--- config.mk ---
export PLATFORM = sky130hd
export DESIGN_NAME = i2c_reg_poller
export DESIGN_NICKNAME = d
export VERILOG_FILES = /design/src/rtl/i2c_reg_poller.sv
export SDC_FILE = /design/constraint.sdc
export NUM_CORES = 1
export LEC_CHECK = 0
export ABC_CLOCK_PERIOD_IN_PS = 2400
export CAP_MARGIN = 20
export CORE_ASPECT_RATIO = 0.7
export CORE_MARGIN = 10
export CORE_UTILIZATION = 48
export CTS_CLUSTER_SIZE = 14
export DETAILED_ROUTE_END_ITERATION = 10
export GPL_ROUTABILITY_DRIVEN = 0
export HOLD_SLACK_MARGIN = 0.1
export PLACE_DENSITY = 0.76
export SYNTH_ARGS = -nofsm -noshare
export SYNTH_HDL_FRONTEND = slang
export SYNTH_SLANG_ARGS = --single-unit
export TNS_END_PERCENT = 20
--- constraint.sdc ---
create_clock -name clk -period 2.4 [get_ports clk]
set_clock_uncertainty 0.15 [all_clocks]
set_input_delay 0.48 -clock clk [delete_from_list [all_inputs] [get_ports clk]]
set_output_delay 0.48 -clock clk [all_outputs]
set_load 0.03 [all_outputs]
--- src/rtl/i2c_reg_poller.sv ---
// i2c_reg_poller
//   Autonomous register sequencer in front of the i2c_wrapper command port.
//   Polls NUM_BYTES consecutive registers, one byte per master transaction,
//   either every PERIOD_CYCLES while enable is high or on trigger. The bytes
//   are published atomically on result. Single-byte register writes are
//   queued (one deep) and take priority over polls. Every failed attempt
//   (NACK or timeout) is counted and retried up to MAX_RETRIES times.
//
// Ports
//   clk, rst           clock, synchronous active-high reset
//   enable, trigger    periodic poll enable, one-shot poll request
//   wr_req/addr/data   single-byte write request; wr_ack pulses on success
//   m_*                command/status interface to the I2C master
//   result             last complete poll, byte 0 (REG_BASE) in the MSBs
//   result_valid       one-cycle pulse when result updates
//   busy               sequencer not idle
//   fault              one-cycle pulse when an operation is abandoned
//   err_count          failed attempts, saturating at 255
module i2c_reg_poller #(
  parameter int         CLK_FREQ       = 100_000_000,
  parameter int         POLL_MS        = 250,
  parameter int         NUM_BYTES      = 2,
  parameter logic [6:0] DEV_ADDR       = 7'b1001011,
  parameter logic [7:0] REG_BASE       = 8'h00,
  parameter int         MAX_RETRIES    = 3,
  parameter int         TIMEOUT_CYCLES = 100_000
) (
  input  logic                   clk,
  input  logic                   rst,
  input  logic                   enable,
  input  logic                   trigger,
  input  logic                   wr_req,
  input  logic [7:0]             wr_addr,
  input  logic [7:0]             wr_data,
  output logic                   wr_ack,
  output logic                   m_start,
  output logic                   m_rd_wr,
  output logic [7:0]             m_reg_addr,
  output logic [6:0]             m_bus_addr,
  output logic [7:0]             m_wdata,
  input  logic [7:0]             m_rdata,
  input  logic                   m_busy,
  input  logic                   m_done,
  input  logic                   m_error,
  output logic [NUM_BYTES*8-1:0] result,
  output logic                   result_valid,
  output logic                   busy,
  output logic                   fault,
  output logic [7:0]             err_count
);

  localparam int PERIOD_CYCLES = (CLK_FREQ / 1000) * POLL_MS;
  localparam int PW = $clog2(PERIOD_CYCLES + 1);
  localparam int TW = $clog2(TIMEOUT_CYCLES + 1);
  localparam logic [PW-1:0] PER_LAST  = PW'(PERIOD_CYCLES - 1);
  localparam logic [TW-1:0] TO_LAST   = TW'(TIMEOUT_CYCLES - 1);
  localparam logic [2:0]    RETRY_MAX = 3'(MAX_RETRIES);
  localparam logic [1:0]    LAST_IDX  = 2'(NUM_BYTES - 1);

  typedef enum logic [1:0] {IDLE, ISSUE, WAIT, PUBLISH} state_t;

  // Operation currently presented to the master; held from ISSUE through WAIT.
  typedef struct packed {
    logic       rd;
    logic [7:0] addr;
    logic [7:0] data;
  } op_t;

  state_t state, state_nxt;
  op_t    op;

  logic                   poll_pend, wr_pend;
  logic [7:0]             wr_addr_q, wr_data_q;
  logic [PW-1:0]          per_cnt;
  logic                   per_tick;
  logic [TW-1:0]          to_cnt;
  logic [2:0]             retries;
  logic [1:0]             idx;
  logic [NUM_BYTES*8-1:0] shadow, rd_ext;

  logic start_wr, start_rd, issue, fail, retry, rd_ok, wr_ok;

  assign per_tick   = enable && (per_cnt == PER_LAST);
  assign rd_ext     = (NUM_BYTES*8)'(m_rdata);
  assign m_bus_addr = DEV_ADDR;
  assign m_rd_wr    = op.rd;
  assign m_reg_addr = op.addr;
  assign m_wdata    = op.data;
  assign busy       = (state != IDLE);
  // Gated by rst so a reset landing on an ISSUE cycle never leaks a start.
  assign m_start    = issue && !rst;

  always_comb begin
    state_nxt = state;
    start_wr  = 1'b0;
    start_rd  = 1'b0;
    issue     = 1'b0;
    fail      = 1'b0;
    retry     = 1'b0;
    rd_ok     = 1'b0;
    wr_ok     = 1'b0;
    case (state)
      IDLE: begin
        if (wr_pend) begin
          start_wr  = 1'b1;
          state_nxt = ISSUE;
        end else if (poll_pend) begin
          start_rd  = 1'b1;
          state_nxt = ISSUE;
        end
      end
      ISSUE: begin
        if (!m_busy) begin
          issue     = 1'b1;
          state_nxt = WAIT;
        end
      end
      WAIT: begin
        // Error beats done; a done landing on the last timeout cycle is
        // still accepted rather than thrown away.
        if (m_error || (!m_done && to_cnt == TO_LAST)) begin
          fail = 1'b1;
          if (retries < RETRY_MAX) begin
            retry     = 1'b1;
            state_nxt = ISSUE;
          end else begin
            state_nxt = IDLE;
          end
        end else if (m_done) begin
          if (op.rd) begin
            rd_ok     = 1'b1;
            state_nxt = (idx == LAST_IDX) ? PUBLISH : ISSUE;
          end else begin
            wr_ok     = 1'b1;
            state_nxt = IDLE;
          end
        end
      end
      PUBLISH: state_nxt = IDLE;
      default: state_nxt = IDLE;
    endcase
  end

  always_ff @(posedge clk) begin
    if (rst) begin
      state        <= IDLE;
      op           <= '0;
      poll_pend    <= 1'b0;
      wr_pend      <= 1'b0;
      wr_addr_q    <= '0;
      wr_data_q    <= '0;
      per_cnt      <= '0;
      to_cnt       <= '0;
      retries      <= '0;
      idx          <= '0;
      shadow       <= '0;
      result       <= '0;
      result_valid <= 1'b0;
      wr_ack       <= 1'b0;
      fault        <= 1'b0;
      err_count    <= '0;
    end else begin
      state        <= state_nxt;
      wr_ack       <= 1'b0;
      fault        <= 1'b0;
      result_valid <= 1'b0;

      if (!enable || per_cnt == PER_LAST) per_cnt <= '0;
      else                                per_cnt <= per_cnt + 1'b1;

      // A request arriving in the very cycle a poll is taken still earns a
      // follow-up poll, so set has priority over the service clear.
      if (per_tick || trigger) poll_pend <= 1'b1;
      else if (start_rd)       poll_pend <= 1'b0;

      // One-deep write slot: requests while it is occupied are dropped.
      if (!wr_pend) begin
        if (wr_req) begin
          wr_pend   <= 1'b1;
          wr_addr_q <= wr_addr;
          wr_data_q <= wr_data;
        end
      end else if (wr_ok || (fail && !retry && !op.rd)) begin
        wr_pend <= 1'b0;
      end

      if (start_wr) op <= '{rd: 1'b0, addr: wr_addr_q, data: wr_data_q};
      if (start_rd) begin
        op     <= '{rd: 1'b1, addr: REG_BASE, data: 8'h00};
        idx    <= '0;
        shadow <= '0;
      end

      if (issue)              to_cnt <= '0;
      else if (state == WAIT) to_cnt <= to_cnt + 1'b1;

      if (fail) begin
        if (err_count != 8'hFF) err_count <= err_count + 8'd1;
        if (retry) begin
          retries <= retries + 3'd1;
        end else begin
          retries <= '0;
          fault   <= 1'b1;
          shadow  <= '0;
        end
      end

      // Bytes arrive in index order, so shifting left leaves byte 0 on top.
      if (rd_ok) begin
        shadow  <= (shadow << 8) | rd_ext;
        retries <= '0;
        if (idx != LAST_IDX) begin
          idx     <= idx + 2'd1;
          op.addr <= op.addr + 8'd1;
        end
      end

      if (wr_ok) begin
        wr_ack  <= 1'b1;
        retries <= '0;
      end

      if (state == PUBLISH) begin
        result       <= shadow;
        result_valid <= 1'b1;
      end
    end
  end

endmodule

# == Word-level counts from Yosys, hierarchy flattened ==
# Cells that the tools add are included.
# word_totals
reg_bits,127
in_bits,32
out_inout_bits,53
# op_classes
add_sub_neg,6
order_cmp,1
eq_ne,11
muxes,49
bitwise,3
reduce_logical,26
# ops
op,count
two-way mux 16 bit,4
two-way mux 17 bit,2
two-way mux 1 bit,29
"adder 25 x 1 -> 25 bit, second input constant",1
"equality test 25 bit, second input constant",1
two-way mux 2 bit,10
"adder 17 x 1 -> 17 bit, second input constant",1
"equality test 17 bit, second input constant",1
"adder 8 x 1 -> 8 bit, second input constant",2
two-way mux 8 bit,2
OR 16 x 8 -> 16 bit,1
"!= test 8 bit, second input constant",1
case mux 2 bit (4 select lines),1
OR reduction 2 bit,4
"!= test 3 bit, second input constant",2
nonzero test 2 bit,3
logical AND 1 bit,5
logical NOT 1 bit,5
"equality test 2 x 1 -> 1 bit, second input constant",2
"equality test 2 bit, second input constant",2
logical OR 1 bit,4
AND reduction 2 bit,2
"adder 3 x 1 -> 3 bit, second input constant",1
"< comparator 3 x 2 -> 1 bit, second input constant",1
8 further kinds,9

# == Logic depth before layout (Yosys ltp) ==
# Gate-level depths: netlist of the first run.
# depth
ltp_word,11
depth_mapped,8

# == Worst setup path after synthesis of the first run ==
# OpenSTA, ideal clock, no wires.
# synth_path
kind,input -> register
startpoint,input port m_done
endpoint,register shadow[10]
setup_ps,117
arrival_time_ps,2038
required_time_ps,2133
path_slack_ps,95
stages,7
path_cell_list,buf_2 > or4bb_1 > nor2_1 > nand2_1 > a32o_1 > buf_2 > a22o_1
# synth_between
elab_chain_len,8
# synth_lines
element,line_no,rtl
from (decl),43,"input logic m_done,"
logical NOT 1 bit,121,if (m_error || (!m_done && to_cnt == TO_LAST)) begin
logical AND 1 bit,121,
logical OR 1 bit,121,
two-way mux 1 bit,121,
two-way mux 1 bit,102,case (state)
two-way mux 16 bit,199,if (retry) begin
two-way mux 16 bit,197,if (fail) begin
two-way mux 16 bit *,209,if (rd_ok) begin
to (signal assigned),210,shadow <= (shadow << 8) | rd_ext;
to (decl),79,"logic [NUM_BYTES*8-1:0] shadow, rd_ext;"
# Every way passes the cells marked *; elsewhere a longest branch is shown, timed or not.
# A chain may end at the register's enable or synchronous reset.

# == Final worst setup path of the first run ==
# layout_path
startpoint,"register op, in the netlist m_rd_wr"
endpoint,output port m_rd_wr
# layout_lines
element,line_no,rtl
from (decl),70,op_t op;
from (signal assigned),187,"if (start_wr) op <= '{rd: 1'b0, addr: wr_addr_q, data: wr_data_q};"
from (signal assigned),189,"op <= '{rd: 1'b1, addr: REG_BASE, data: 8'h00};"
to (decl),37,"output logic m_rd_wr,"
# No word-level cell between the ends.

==> out/metrics.cfg, run 1 <==
[outcome]
status=completed

[global_route]
grtUsageTotal=0.172
gr-usage-met2=0.280
grt_overflow=0
grt.busiest_layer=met2
met3_usage=0.0538
grt_pass1_vias=4606
grt_pass1_wl_um=22500
grt_use_met1=0.211
antenna_found_initial=0
grt_max_degree=26

[synthesis]
ys_warn_count=0
ys_seq_area_frac=0.483
syn_avg_cell_area_um2=8.55
netlist_area_um2=5270
synth_commonest_cells=dfxtp_1, nand2_1, nor2_1
ys_dominant_reg_cell=dfxtp_1
yosysMostFrequentCell=dfxtp_1
synth_top_area_frac=0.483
synth_top_cell_by_area=dfxtp_1
ys_ff_latch=127
synth_area_leaders=dfxtp_1, nand2_1, a21oi_1
synth_cells=616
synth_cell_types=58
synth-edff-count=0
async_reset_ff_frac=0

[cts]
post-cts-setup-buffers=0
hold_buffers=0
cts_htree_levels=4
clk_pin_slew_ns=0.06
cts_num_sinks=127
cts_tree=done
clkLatencyLatePin_ns=0.41
cts_buffers=17
cts_root_buf=clkbuf_16
clk_path_buf_depth=2

[timing]
tns_ns=0
fmax_mhz=436
holdWs_ns=0.306
setup_viol=0
maxSlewViolCount=0
finalCritPeriodShare=0.955
worst_pin_slew_ns=0.657
relSlewSlack=0.562
min_period_ns=2.29
rsz0062_at_grt=no
final_hold_viol_count=0

[power]
switchingPower_mw=1.27
power.density_nw_per_um2=791
irDropWorstVdd_mv=0.593
seq_power_share=0.400
p_leak_nw=2.55
netSwitchingFraction=0.231
finalPower_mw=5.52
power_frac_comb=0.082
clockPowerShare=0.518
p_int_mw=4.24

[flow_run]
maxCapViolCount=0

[critical_path]
critPathKind=flip-flop to output port
crit_chain=clkdlybuf4s50_1
critPathTopFamily=buffers and inverters
crit_path_end_kind=output port
critPathMaxFanout=9
cp_num_buf_inv=1
slowest_delay_ns=0.75
r2r_start=to_cnt[0]
worstPathArrival_ns=1.66
startpoint_type=flip-flop
crit_start=m_rd_wr
cp_slowest_cell=clkdlybuf4s50_1
required_ns=1.77

[placed_design]
placed_cell_area_um2=6310
dp_hpwl_um=9370
io_buffers=77

[floorplan]
die_h_um=108
io_pins=85
start_util=0.501
rows=31
die-area_um2=15600
core_um2=10500
die_x_um=145

[route]
drt-initial-drc-count=269
drt-wirelength-per-cell_um=15.4
drc=0
wl_um=13400
drt-pass1-iter-count=4
ant_nets=0
num_vias=4643
viasPerCell=5.32

[final_layout]
area_growth_syn_to_layout_pct=32.4
final_layout_size_suffix_gt1_frac=0.110
final_area_um2=6980
n_antenna_cell=0
nets=748
utilization=0.664

[min_path]
hold_start=wr_data_q[1]
min_path_type=flip-flop to flip-flop

[final timing paths]
kind | endpoint | cells past startpoint | slack [ns]
worst max-delay path | m_rd_wr | 1 | 0.11
worst min-delay path | wr_data_q[1] | 2 | 0.31
worst max register to register | err_count[7] | 6 | 0.16
worst min register to register | wr_data_q[1] | 2 | 0.31
[power groups by stage]
stage | sequential [mW] | clock, mW | combinational (mW)
after floorplan | 2.25 | 0 | 0.269
after global placement | 2.25 | 0 | 0.437
after detailed placement | 2.25 | 0 | 0.447
after CTS | 2.21 | 2.88 | 0.452
after global routing | 2.21 | 2.98 | 0.495
final | 2.21 | 2.86 | 0.452
[cells in the final DEF, fill, tap and decap left out, drive strengths merged, types with 3 or more instances in the layout]
| cell | n |
|---|---|
| a31o | 3 |
| nand2b | 5 |
| and2 | 5 |
| clkbuf | 19 |
| nand4b | 3 |
| nor4 | 7 |
| nand2 | 110 |
| clkdlybuf4s50 | 74 |
| or4 | 3 |
| nor3 | 15 |
| nand4 | 12 |
| bufinv | 5 |
| nor2 | 65 |
| dfxtp | 127 |
| a211oi | 3 |
| xnor2 | 13 |
| ha | 5 |
| a22o | 16 |
| o31ai | 3 |
| o21ai | 9 |
| clkinv | 5 |
| a21oi | 58 |
| buf | 34 |
| nand3 | 23 |
| and3 | 10 |
| inv | 10 |
| a31oi | 3 |
| mux2i | 3 |
| xor2 | 28 |
| and4 | 4 |
| nor2b | 8 |
| conb | 7 |
[stage by stage]
step,setup WS [ns],cells
finish,0.107,872
CTS,0.0502,872
floorplan,0.0948,621
detailed placement,-0.354,840
global route,0.00796,872
global placement,-0.310,840
[state kept, by name, summed over array words and instances (netlist names), 3 cells and up]
signal      cells
retries         3
m_reg_addr      8
err_count       8
to_cnt         17
shadow         16
wr_data_q       8
wr_addr_q       8
result         16
m_wdata         8
per_cnt        25
[kinds of logic (layout without fill, tap and decap cells)]
kind of cell             Yosys count  after routing  synth area share
other                              2              7           0.00143
XOR/XNOR                          41             41            0.0682
flip-flops                       127            127             0.483
AND/OR/NAND/NOR                  282            282             0.257
adder cells (fa/ha/maj)            5              5            0.0119
AO/OA/AOI/OAI                    107            107             0.129
multiplexers                       5              5           0.00997
buffers and inverters             47            150            0.0406
[what timing repair did]
item / 4_1_cts / 5_1_grt
resized for setup: 2 / 2
endpoints found under the hold margin: 0 / 0
endpoints found under the setup margin: 1 / 17
[layout make-up]
cell class	count	area, um2
timing repair buffer	109	1020
multi-input combinational	447	2530
fill	817	3530
clock buffer	19	453
tap	148	185
clock inverter	13	210
inverter	9	33.8
sequential	127	2540
[routing by layer]
layer  vias up  share of wire
li1       2300              -
met1      2218           0.47
met2       109           0.47
met3        16          0.053
met4         0          0.011
met5         -              0
(Power assumes the default switching activity.)
==> run 2: changes to the inputs <==
--- a/config.mk
+++ b/config.mk
@@ -9,12 +9,13 @@
 export CAP_MARGIN = 20
 export CORE_ASPECT_RATIO = 0.7
 export CORE_MARGIN = 10
-export CORE_UTILIZATION = 48
+export CORE_UTILIZATION = 45
+export CTS_CLUSTER_DIAMETER = 80
 export CTS_CLUSTER_SIZE = 14
 export DETAILED_ROUTE_END_ITERATION = 10
 export GPL_ROUTABILITY_DRIVEN = 0
 export HOLD_SLACK_MARGIN = 0.1
-export PLACE_DENSITY = 0.76
+export PLACE_DENSITY = 0.72
 export SYNTH_ARGS = -nofsm -noshare
 export SYNTH_HDL_FRONTEND = slang
 export SYNTH_SLANG_ARGS = --single-unit
==> run 2 against run 1 <==
  * Register-to-register slack worse by 0.05 ns
  * Routed wire length fell by 1.5%
  * Largest power group unchanged
  * Sequential power about the same
  * Cell count increased by 0.92%
  * Worst hold slack lost 0.0027 ns
  * Clock power shrank 12%
  * Combinational power rose by 1%
==> out/metrics.cfg, run 2 (synthesis results as in run 1) <==
[cts]
hold_buffers=0  ; unchanged
cts_htree_levels=4  ; unchanged
cts_root_buf=clkbuf_16  ; unchanged
clk_pin_slew_ns=0.06  ; about the same
clkLatencyLatePin_ns=0.41  ; about the same
post-cts-setup-buffers=0  ; unchanged
cts_num_sinks=127  ; unchanged
cts_tree=done  ; unchanged
cts_buffers=17  ; unchanged
clk_path_buf_depth=2  ; unchanged

[min_path]
holdPathEnd=m_wdata[5]  ; was wr_data_q[1]
hold-path-cell-count=2  ; unchanged
min_path_type=flip-flop to flip-flop  ; unchanged
hold_start=m_wdata[5]  ; was wr_data_q[1]

[final_layout]
n_antenna_cell=0  ; unchanged
stdcell_count=880  ; was 872
mostFrequentLayoutCell=dfxtp_1  ; unchanged
final_cell_mix=dfxtp_1, nand2_1, clkdlybuf4s50_1, nor2_1, a21oi_1  ; unchanged
final_layout_size_suffix_gt1_frac=0.113  ; was 0.110
largest_reg_flops=25  ; unchanged
nets=751  ; was 748
largest_register=per_cnt  ; unchanged
area_growth_syn_to_layout_pct=31.9  ; was 32.4%
largestRegisters=per_cnt (25), to_cnt (17)  ; unchanged
utilization=0.620  ; was 0.664
final_area_um2=6950  ; was 6980 um2

[floorplan]
rows=32  ; was 31
io_pins=85  ; unchanged
start_util=0.470  ; was 0.501
die-area_um2=16500  ; was 15600 um2
die_h_um=111  ; was 108 um
die_x_um=149  ; was 145 um
core_um2=11200  ; was 10500 um2

[global_route]
grt_pass1_wl_um=22700  ; was 22500 um
grt_max_degree=26  ; unchanged
grt_overflow=0  ; unchanged
grt_pass1_vias=4685  ; was 4606
antenna_found_initial=0  ; unchanged
grtUsageTotal=0.164  ; was 0.172

[route]
drt-initial-drc-count=263  ; was 269
ant_nets=0  ; unchanged
drc=0  ; unchanged
drt-pass1-iter-count=4  ; unchanged
drt-wirelength-per-cell_um=15.0  ; was 15.4 um
wl_um=13200  ; was 13400 um
viasPerCell=5.22  ; was 5.32
num_vias=4590  ; was 4643

[outcome]
status=completed  ; unchanged

[timing]
relSlewSlack=0.610  ; was 0.562
setup_viol=0  ; unchanged
worst_pin_slew_ns=0.584  ; was 0.657 ns
finalCritPeriodShare=0.974  ; was 0.955
rsz0062_at_grt=no  ; unchanged
holdWs_ns=0.303  ; was 0.306 ns
min_period_ns=2.34  ; was 2.29 ns
maxSlewViolCount=0  ; unchanged
final_hold_viol_count=0  ; unchanged
fmax_mhz=428  ; was 436 MHz

[power]
irDropWorstVdd_mv=0.539  ; was 0.593 mV
power.density_nw_per_um2=747  ; was 791 nW/um2
finalPower_mw=5.19  ; was 5.52 mW
p_leak_nw=2.53  ; was 2.55 nW

[critical_path]
reg2regPathDepth=7  ; was 6
r2r_start=to_cnt[0]  ; unchanged
cp_slowest_cell=clkdlybuf4s50_1  ; unchanged
crit_path_end_kind=output port  ; unchanged
critPathKind=flip-flop to output port  ; unchanged
worstPathArrival_ns=1.71  ; was 1.66 ns
r2r_setup_slack_ns=0.11  ; was 0.16 ns
crit_chain=nor2_1 > inv_1 > clkdlybuf4s50_1  ; was clkdlybuf4s50_1
slowest_delay_ns=0.67  ; was 0.75 ns
required_ns=1.77  ; about the same
startpoint_type=flip-flop  ; unchanged
worstReg2RegEnd=wr_pend  ; was err_count[7]
critPathMaxFanout=13  ; was 9

[placed_design]
dp_hpwl_um=9450  ; was 9370 um
dpl.cell_count=848  ; was 840
io_buffers=77  ; unchanged
placed_cell_area_um2=6360  ; was 6310 um2

[flow_run]
maxCapViolCount=0  ; unchanged

-- run 2: how the worst max path moves through the flow --
stage                    from  slack (ns)  depth (start not counted)    endpoint
global placement       m_done       -0.25                          7   shadow[4]
detailed placement     m_done       -0.28                          7   shadow[7]
global route        to_cnt[0]       0.002                          7   shadow[7]
CTS                  state[0]        0.05                          3        busy
floorplan              m_done        0.09                          7  shadow[10]
finish               state[0]        0.06                          3        busy
-- run 2: metal layers --
metal	GRT usage	up-vias	part of all wire
met5	0	-	0
met4	0.0681	0	0.016
met3	0.0468	15	0.050
met2	0.252	104	0.46
met1	0.209	2170	0.48
li1	-	2301	-
-- run 2: power breakdown --
| part | internal [mW] | total (mW) | leakage, nW | switching [mW] |
|---|---|---|---|---|
| clock network | 1.54 | 2.53 | 0.284 | 0.985 |
| registers | 2.16 | 2.21 | 1.03 | 0.0561 |
| logic | 0.194 | 0.457 | 1.21 | 0.263 |
| total | 3.89 | 5.19 | 2.53 | 1.30 |
-- run 2: cell type report --
cell class              count  area (um2)
flip-flops and latches    127        2540
clock inverters            15         160
repair buffers            112        1060
inverters                   9        33.8
multi-input cells         447        2530
fillers                   966        4260
clock buffers              17         425
well taps                 153         191
-- run 2: through the flow --
step	TNS [ns]	setup slack, ns
after detailed placement	-6.56	-0.278
after global routing	0	0.00211
final	0	0.0619
after global placement	-5.71	-0.249
after CTS	0	0.0475
after floorplan	0	0.0948
-- run 2: worst max-delay path, delay by kind of cell, from the launching register on --
| kind | cells | cell delay, ns |
|---|---|---|
| and+or+nand+nor | 1 | 0.11 |
| DFF | 1 | 0.46 |
| buffers and inverters | 2 | 0.73 |
-- run 2: repair_timing --
item                                    4_1_cts  5_1_grt
gates resized for setup                       2        0
endpoints found under the setup margin        1        0
hold endpoints to repair                      0        0
